File: src/rtl/mem_bus_arbiter.sv
// Three-port arbiter for the shared RV32I memory bus: fetch (0), load/store (1), debug loader (2).
// Optional ACCESS timeout abort is enabled by defining MEM_ARB_TIMEOUT_EN.
module mem_bus_arbiter #(
  parameter int unsigned ADDR_W         = 32,
  parameter int unsigned DATA_W         = 32,
  parameter int unsigned STARVE_LIMIT   = 8,
  parameter int unsigned TIMEOUT_CYCLES = 16
) (
  input  logic                  clk,
  input  logic                  rst,
  input  logic [2:0]            m_req,
  input  logic [2:0]            m_we,
  input  logic [3*ADDR_W-1:0]   m_addr,
  input  logic [3*DATA_W-1:0]   m_wdata,
  output logic [2:0]            m_gnt,
  output logic [2:0]            m_rvalid,
  output logic [DATA_W-1:0]     m_rdata,
  output logic                  m_err,
  output logic [ADDR_W-1:0]     bus_addr,
  output logic [DATA_W-1:0]     bus_wdata,
  output logic                  bus_wren,
  output logic                  bus_rden,
  input  logic [DATA_W-1:0]     bus_rdata,
  input  logic                  bus_ready
);

  localparam int unsigned SW = $clog2(STARVE_LIMIT + 1);
  localparam logic [SW-1:0] STARVE_TH  = SW'(STARVE_LIMIT);
  localparam logic [SW-1:0] STARVE_MAX = '1;

  typedef enum logic [1:0] {
    ST_IDLE   = 2'd0,
    ST_ACCESS = 2'd1,
    ST_RESP   = 2'd2
  } state_t;

  state_t              r_state, w_state_nxt;
  logic [1:0]          r_idx, w_idx_nxt;
  logic                r_we, w_we_nxt;
  logic [ADDR_W-1:0]   r_addr, w_addr_nxt;
  logic [DATA_W-1:0]   r_wdata, w_wdata_nxt;
  logic [DATA_W-1:0]   r_rdata, w_rdata_nxt;
  logic [2:0]          r_gnt, w_gnt_nxt;
  logic [2:0]          r_rvalid, w_rvalid_nxt;
  logic                r_wren, w_wren_nxt;
  logic                r_rden, w_rden_nxt;
  logic [SW-1:0]       r_starve, w_starve_nxt;

  logic                w_any;
  logic                w_starved;
  logic [1:0]          w_win;
  logic                w_win_we;
  logic [ADDR_W-1:0]   w_win_addr;
  logic [DATA_W-1:0]   w_win_wdata;
  logic                w_dbg_win;

`ifdef MEM_ARB_TIMEOUT_EN
  localparam int unsigned TW = $clog2(TIMEOUT_CYCLES + 1);
  localparam logic [TW-1:0] TO_LAST = TW'(TIMEOUT_CYCLES - 1);
  logic [TW-1:0]       r_tcnt, w_tcnt_nxt;
  logic                r_err, w_err_nxt;
`else
  logic                w_unused_timeout;
  assign w_unused_timeout = ^TIMEOUT_CYCLES;
`endif

  // Arbitration: lsu > fetch > dbg, except a starved dbg jumps the queue
  assign w_any     = |m_req;
  assign w_starved = m_req[2] && (r_starve >= STARVE_TH);
  assign w_dbg_win = (r_state == ST_IDLE) && (w_win == 2'd2);

  always_comb begin
    w_win = 2'd2;
    if (w_starved)     w_win = 2'd2;
    else if (m_req[1]) w_win = 2'd1;
    else if (m_req[0]) w_win = 2'd0;
  end

  always_comb begin
    w_win_we    = m_we[0];
    w_win_addr  = m_addr[0 +: ADDR_W];
    w_win_wdata = m_wdata[0 +: DATA_W];
    case (w_win)
      2'd1: begin
        w_win_we    = m_we[1];
        w_win_addr  = m_addr[ADDR_W +: ADDR_W];
        w_win_wdata = m_wdata[DATA_W +: DATA_W];
      end
      2'd2: begin
        w_win_we    = m_we[2];
        w_win_addr  = m_addr[2*ADDR_W +: ADDR_W];
        w_win_wdata = m_wdata[2*DATA_W +: DATA_W];
      end
      default: ;
    endcase
  end

  // Debug wait counter; saturates so a long wait cannot wrap back below the limit
  always_comb begin
    w_starve_nxt = r_starve;
    if (!m_req[2] || w_dbg_win)       w_starve_nxt = '0;
    else if (r_starve != STARVE_MAX)  w_starve_nxt = r_starve + SW'(1);
  end

  // Next-state and next-output logic; every output is registered from these
  always_comb begin
    w_state_nxt  = r_state;
    w_idx_nxt    = r_idx;
    w_we_nxt     = r_we;
    w_addr_nxt   = r_addr;
    w_wdata_nxt  = r_wdata;
    w_rdata_nxt  = r_rdata;
    w_gnt_nxt    = 3'b000;
    w_rvalid_nxt = 3'b000;
`ifdef MEM_ARB_TIMEOUT_EN
    w_tcnt_nxt   = r_tcnt;
    w_err_nxt    = 1'b0;
`endif
    case (r_state)
      ST_IDLE: begin
        if (w_any) begin
          w_state_nxt = ST_ACCESS;
          w_idx_nxt   = w_win;
          w_we_nxt    = w_win_we;
          w_addr_nxt  = w_win_addr;
          w_wdata_nxt = w_win_wdata;
          w_gnt_nxt   = 3'b001 << w_win;
`ifdef MEM_ARB_TIMEOUT_EN
          w_tcnt_nxt  = '0;
`endif
        end
      end
      ST_ACCESS: begin
        if (bus_ready) begin
          w_state_nxt  = ST_RESP;
          w_rdata_nxt  = r_we ? '0 : bus_rdata;
          w_rvalid_nxt = 3'b001 << r_idx;
        end
`ifdef MEM_ARB_TIMEOUT_EN
        else if (r_tcnt == TO_LAST) begin
          w_state_nxt  = ST_RESP;
          w_rdata_nxt  = '0;
          w_rvalid_nxt = 3'b001 << r_idx;
          w_err_nxt    = 1'b1;
        end else begin
          w_tcnt_nxt   = r_tcnt + TW'(1);
        end
`endif
      end
      ST_RESP: w_state_nxt = ST_IDLE;
      default: w_state_nxt = ST_IDLE;
    endcase
    w_wren_nxt = (w_state_nxt == ST_ACCESS) &&  w_we_nxt;
    w_rden_nxt = (w_state_nxt == ST_ACCESS) && !w_we_nxt;
  end

  always_ff @(posedge clk or posedge rst) begin
    if (rst) begin
      r_state  <= ST_IDLE;
      r_idx    <= '0;
      r_we     <= 1'b0;
      r_addr   <= '0;
      r_wdata  <= '0;
      r_rdata  <= '0;
      r_gnt    <= '0;
      r_rvalid <= '0;
      r_wren   <= 1'b0;
      r_rden   <= 1'b0;
      r_starve <= '0;
`ifdef MEM_ARB_TIMEOUT_EN
      r_tcnt   <= '0;
      r_err    <= 1'b0;
`endif
    end else begin
      r_state  <= w_state_nxt;
      r_idx    <= w_idx_nxt;
      r_we     <= w_we_nxt;
      r_addr   <= w_addr_nxt;
      r_wdata  <= w_wdata_nxt;
      r_rdata  <= w_rdata_nxt;
      r_gnt    <= w_gnt_nxt;
      r_rvalid <= w_rvalid_nxt;
      r_wren   <= w_wren_nxt;
      r_rden   <= w_rden_nxt;
      r_starve <= w_starve_nxt;
`ifdef MEM_ARB_TIMEOUT_EN
      r_tcnt   <= w_tcnt_nxt;
      r_err    <= w_err_nxt;
`endif
    end
  end

  assign m_gnt     = r_gnt;
  assign m_rvalid  = r_rvalid;
  assign m_rdata   = r_rdata;
  assign bus_addr  = r_addr;
  assign bus_wdata = r_wdata;
  assign bus_wren  = r_wren;
  assign bus_rden  = r_rden;
`ifdef MEM_ARB_TIMEOUT_EN
  assign m_err     = r_err;
`else
  assign m_err     = 1'b0;
`endif

endmodule

File: config.mk
export PLATFORM = sky130hd
export DESIGN_NAME = mem_bus_arbiter
export DESIGN_NICKNAME = d
export VERILOG_FILES = /design/src/rtl/mem_bus_arbiter.sv
export SDC_FILE = /design/constraint.sdc
export NUM_CORES = 1
export LEC_CHECK = 0
export CORE_AREA = 5 5 128 130
export DETAILED_ROUTE_END_ITERATION = 8
export DIE_AREA = 0 0 133 135
export GPL_TIMING_DRIVEN = 0
export PLACE_DENSITY_LB_ADDON = 0.15
export SLEW_MARGIN = 20
export SYNTH_ARGS = -nofsm -noshare
export SYNTH_HDL_FRONTEND = slang
export SYNTH_SLANG_ARGS = --single-unit
File: constraint.sdc
create_clock -name clk -period 6.9 [get_ports clk]
set_input_delay 1.38 -clock clk [delete_from_list [all_inputs] [get_ports clk]]
set_output_delay 1.38 -clock clk [all_outputs]
set_load 0.1 [all_outputs]
Yosys cells after proc, flatten, opt, wreduce, memory -nomap -nowiden

Index checks and enable logic that the tools add are counted.

Register bits after elaboration: 113
Bits of input ports: 233
Output and inout bits: 105
Word-level logic and storage cells: 50

Add/sub/neg operators: 1
Order comparisons: 1
Eq/ne operators: 5
Shift-type cells: 2
Multiplexer cells: 18
Reductions and logical operators: 12

Operators by type and width:

| cell                                                               | count |
|---|---|
| 32-bit case mux with 2 select lines                                | 2 |
| 32-bit two-way mux                                                 | 1 |
| 3-bit two-way mux                                                  | 4 |
| 2-bit two-way mux                                                  | 5 |
| 4-bit two-way mux                                                  | 2 |
| 2-bit by 1-bit == test with 1-bit output (second input constant)   | 3 |
| 1-bit by 2-bit left shift with 3-bit output (first input constant) | 2 |
| 4-bit by 1-bit adder with 4-bit output (second input constant)     | 1 |
| 4-bit >= comparator (second input constant)                        | 1 |
| 1-bit logical AND                                                  | 4 |
| 4-bit inequality test (second input constant)                      | 1 |
| 2-bit case mux with 2 select lines                                 | 1 |
| 2-bit AND reduction                                                | 2 |
| 3-bit OR reduction                                                 | 1 |
| 2-bit == test (second input constant)                              | 1 |
| 1-bit logical NOT                                                  | 2 |
| 2-bit logical NOT                                                  | 1 |
| 1-bit two-way mux                                                  | 2 |
| 1-bit case mux with 2 select lines                                 | 1 |
| 2-bit nonzero test                                                 | 1 |
| 1-bit logical OR                                                   | 1 |

Logic depth before layout (Yosys ltp)

Depth after elaboration: 9
Gate-level depth with buffers: 9
Mapped depth without buffers: 7

Worst setup path before layout

OpenSTA, ideal clock, no wires.

Path kind: input -> register
Start: input port m_req[1]
End: register r_addr[25] (netlist: bus_addr[25])
Library setup time: 126 ps
Data arrival time: 2710 ps
Data required time: 6774 ps
Setup slack: 4063 ps
Stages on the path: 8
Path buffers: 2
Cell sequence: o21ai_0 -> inv_1 -> ha_1 -> buf_2 -> buf_2 -> a22oi_1 -> o21ai_0 -> mux2_4

Cells in the longest elaborated chain, start to end: 4
Elaborated cells on any way between the ends: 7
Classes of those cells: eq/ne (2); mux (3); reduce/logical (2)

RTL lines:

| element                                                                   | RTL line | RTL |
|---|---|---|
| start: declaration                                                        | 11       | `input logic [2:0] m_req,` |
| 2-bit two-way mux                                                         | 75       | `else if (m_req[1]) w_win = 2'd1;` |
| 2-bit two-way mux                                                         | 74       | `if (w_starved) w_win = 2'd2;` |
| 2-bit == test or 2-bit by 1-bit == test with 1-bit output (tied branches) | 83       | `case (w_win)` |
| 32-bit case mux with 2 select lines                                       | 83       |  |
| end signal: assignment                                                    | 178      | `r_addr <= w_addr_nxt;` |
| end: declaration                                                          | 40       | `logic [ADDR_W-1:0] r_addr, w_addr_nxt;` |

Parallel ways exist; a longest one is shown, timed or not.
A chain may end at the register's enable or synchronous reset.

Worst setup path after layout

Start: input port m_req[1]
End: register r_wdata[24] (netlist: bus_wdata[24])

Cells in the longest elaborated chain, start to end: 4
Elaborated cells on any way between the ends: 7
Classes of those cells: eq/ne (2); mux (3); reduce/logical (2)

RTL lines:

| element                                                                   | RTL line | RTL |
|---|---|---|
| 2-bit two-way mux (*)                                                     | 75       |  |
| 2-bit two-way mux (*)                                                     | 74       |  |
| net w_win[1]                                                              | 51       | `logic [1:0] w_win;` |
| 2-bit == test or 2-bit by 1-bit == test with 1-bit output (tied branches) | 83       |  |
| 32-bit case mux with 2 select lines (*)                                   | 83       |  |
| end signal: assignment                                                    | 179      | `r_wdata <= w_wdata_nxt;` |
| end: declaration                                                          | 41       | `logic [DATA_W-1:0] r_wdata, w_wdata_nxt;` |

The timed path passes the listed nets; every way through them passes the cells marked *.

==> run summary <==
Later-pin clock latency in the skew report - 410 ps
CTS Hold Bufs - 0
Avg Vias per Cell - 5.100
Crit path to - bus_wdata[24]$_DFFE_PP0P_
Worst EP required - 7190 ps
TNS Setup - 0 ps
Max capacitance violation total - 0
Multi-input gate area - 2585 um2
FFs w/ async S/R, synth - 1.000
Pre-Repair DR Iteration Count - 4
Area share of fa/ha/maj cells after synthesis - 0.01103
Worst-path cell chain - clkdlybuf4s50_1 > o21ai_0 > inv_1 > ha_1 > buf_2 > buf_2 > a22oi_1 > o21ai_0 > mux2_2
Yosys top cell area share - 0.4987
Critical Path Stages - 9
Tmin final - 3427 ps
FF+latch count, synth - 113
Largest family of logic cells by synthesized area - compound AO/OA/AOI/OAI gates
Post-Syn Area - 5670 um2
Setup crit start - m_req[1]
Vias in the first global route - 6,356
Gate Count Post-Synth - 564
Final setup viols - 0
R2R setup slack - 4550 ps
Largest net degree at the start of global routing - 64
Most frequent cell after synthesis - dfrtp_1
CTS Buffer Depth - 2
Clk sinks - 113
Post-Route WL - 21,540 um
Post-CTS Resized - 0
RSZ-0062 raised after global routing - no
Outcome - completed
Antenna violations before repair - 1
Port Buffers - 336
Critical path's largest stage delay - 480 ps
CP top delay family - buffers and inverters
Worst slew pin tran - 1106 ps
VDD IR max - 0.3468 mV
Multiplexer share of the synthesized area - 0.1348
Final core utilization - 0.6569
Slew headroom - 0.2606
Area contributors post-synth - dfrtp_1 50%, mux2_2 12%, o21ai_0 9.0%
Worst-path clk slew - 50 ps
First-pass GRT wire length - 33,540 um
Leading area contributor after synthesis - dfrtp_1
Area grow syn2layout - 74.16%
# IOs - 338
Clock Skew - 7.025 ps
PD cells - 541.1 nW/um2
Crit-path max FO - 10
Top FF cell, synth - dfrtp_1
CTS Buf Count - 17
CTS tree - built
Crit end category - flip-flop
Fin. Hold Viols - 0
Slew Viols, Final - 0
Post-synth EDFFs - 0
Clock Tree Root - clkbuf_16
Post-route insts no fill - 1,120
Cell count of the worst reg-to-reg path - 7
Routability cong. - 0.9293
# DRC - 0
Synth warnings - 0
Share of layout cells above drive strength 1 - 0.1289
Detailed Route Iter0 Violations - 255
Max H-tree Level - 4
R2R Path End - bus_wdata[13]$_DFFE_PP0P_
Avg Cell Area, Syn - 10.05 um2
Post-CTS Setup Bufs - 0
Mapped Nets - 802
Simple-gate area share of the yosys netlist - 0.1260
Placed Instances - 1,089
GRT Total Usage - 0.2401
Critical Path Source Type - primary input
Yosys cell types - 31
Critical path class - primary input to flip-flop
Critical Path AT - 3720 ps
Fillers - 1,223
DIE HEIGHT - 135 um
Starting Density - 0.3772
Synth top cells by count - 113 x dfrtp_1, 102 x o21ai_0, 100 x nand2_1
Final cycle utilization of the critical path - 0.4966
Die area - 17,960 um2
DR vias - 5,712
Nets - 1,158
Rows - 45
WL per Instance - 19.23 um
Leakage - 4.160 nW
Peak Freq - 291.8 MHz
RR Startpoint - r_starve[3]$_DFFE_PP0P_
Buffers & Inverters on Critical Path - 4
Sequential area share after synthesis - 0.4987
FF+latch area - 2828 um2
Chip width - 133 um
Core Box Area - 15,030 um2
Synth Area in XOR/XNOR - 0.001545
Max stage delay cell, worst path - clkdlybuf4s50_1
Complex-gate fraction of the synthesized area - 0.1818
HPWL reported at the end of detailed placement - 17,140 um
GRT Residual Overflow - 0
HP Class - flip-flop to flip-flop
DRT antenna net count - 0
## worst min path at each step
stage                           startpoint                      to  cells past startpoint
floorplan             r_idx[0]$_DFFE_PP0P_   m_rvalid[2]$_DFF_PP0_                      1
global placement      r_idx[0]$_DFFE_PP0P_   m_rvalid[2]$_DFF_PP0_                      1
detailed placement  m_rdata[6]$_DFFE_PP0P_  m_rdata[6]$_DFFE_PP0P_                      2
CTS                   r_idx[0]$_DFFE_PP0P_   m_rvalid[2]$_DFF_PP0_                      1
global route          r_idx[0]$_DFFE_PP0P_   m_rvalid[2]$_DFF_PP0_                      1
finish                r_idx[0]$_DFFE_PP0P_   m_rvalid[2]$_DFF_PP0_                      1
## power breakdown
part / total (mW) / internal [mW] / switching [mW]
combinational: 3.39 / 0.915 / 2.48
clock: 0.849 / 0.562 / 0.287
sequential: 1.10 / 0.944 / 0.158
total: 5.34 / 2.42 / 2.92
## layout make-up
type	instances	share of cell area
flip-flops and latches	113	0.2863
plain buffers	46	0.02344
diodes	1	0.0002534
inverters	7	0.003167
clock inverters	6	0.008108
repair buffers	337	0.3433
multi-input cells	398	0.2618
clock buffers	24	0.04979
well taps	188	0.02382
## layer usage
layer	GRT usage	wire, um	vias up
met4	0.1010	699	0
met1	0.2674	8138	2710
li1	-	-	2703
met5	0	0	-
met2	0.4066	10660	256
met3	0.09911	2035	43
## per-stage QoR
step | area [um2] | hold slack, ps | power (mW) | worst slack (ps)
2_1_floorplan | 5670 | 439.0 | 3.591 | 2533
4_1_cts | 9873 | 480.8 | 5.387 | 3512
5_1_grt | 9876 | 499.5 | 5.558 | 3351
3_3_place_gp | 9269 | 454.0 | 4.473 | 893.3
3_5_place_dp | 9301 | 470.2 | 4.514 | 3064
6_report | 9876 | 477.6 | 5.344 | 3473
## sequential cells by signal, summed over array words and instances, names as in the netlist, 2 cells and up
signal / cells
bus_addr: 32
bus_wdata: 32
m_gnt: 3
m_rdata: 32
m_rvalid: 3
r_idx: 2
r_starve: 4
r_state: 2
## kinds of logic (layout without fill, tap and decap cells)
| kind of cell | count (synthesis) | count (layout) |
|---|---|---|
| other cells | 1 | 2 |
| compound gates | 171 | 171 |
| simple gates | 154 | 154 |
| fa+ha+maj | 5 | 5 |
| xor+xnor | 1 | 1 |
| flops | 113 | 113 |
| buf+inv | 53 | 420 |
| mux | 66 | 66 |
## placed cells by master, fill, tap and decap left out, types with 3 or more instances in the layout
cell type        synthesis  final
nor3b_1                  3      3
mux2_4                   6      6
nor3_1                   3      3
buf_4                    6      6
inv_1                    7      6
buf_2                   14     14
clkinv_2                 0      4
clkbuf_8                 0      4
nor2_1                   6      6
o21ai_0                102    102
nand2b_1                33     33
dfrtp_1                113    113
clkbuf_16                0     17
nand2_1                100    100
clkdlybuf4s50_1          0    336
mux2_2                  59     59
ha_1                     5      5
a22oi_1                 65     65
clkbuf_1                24     27
Note: power is estimated with default switching activity, not from simulation.
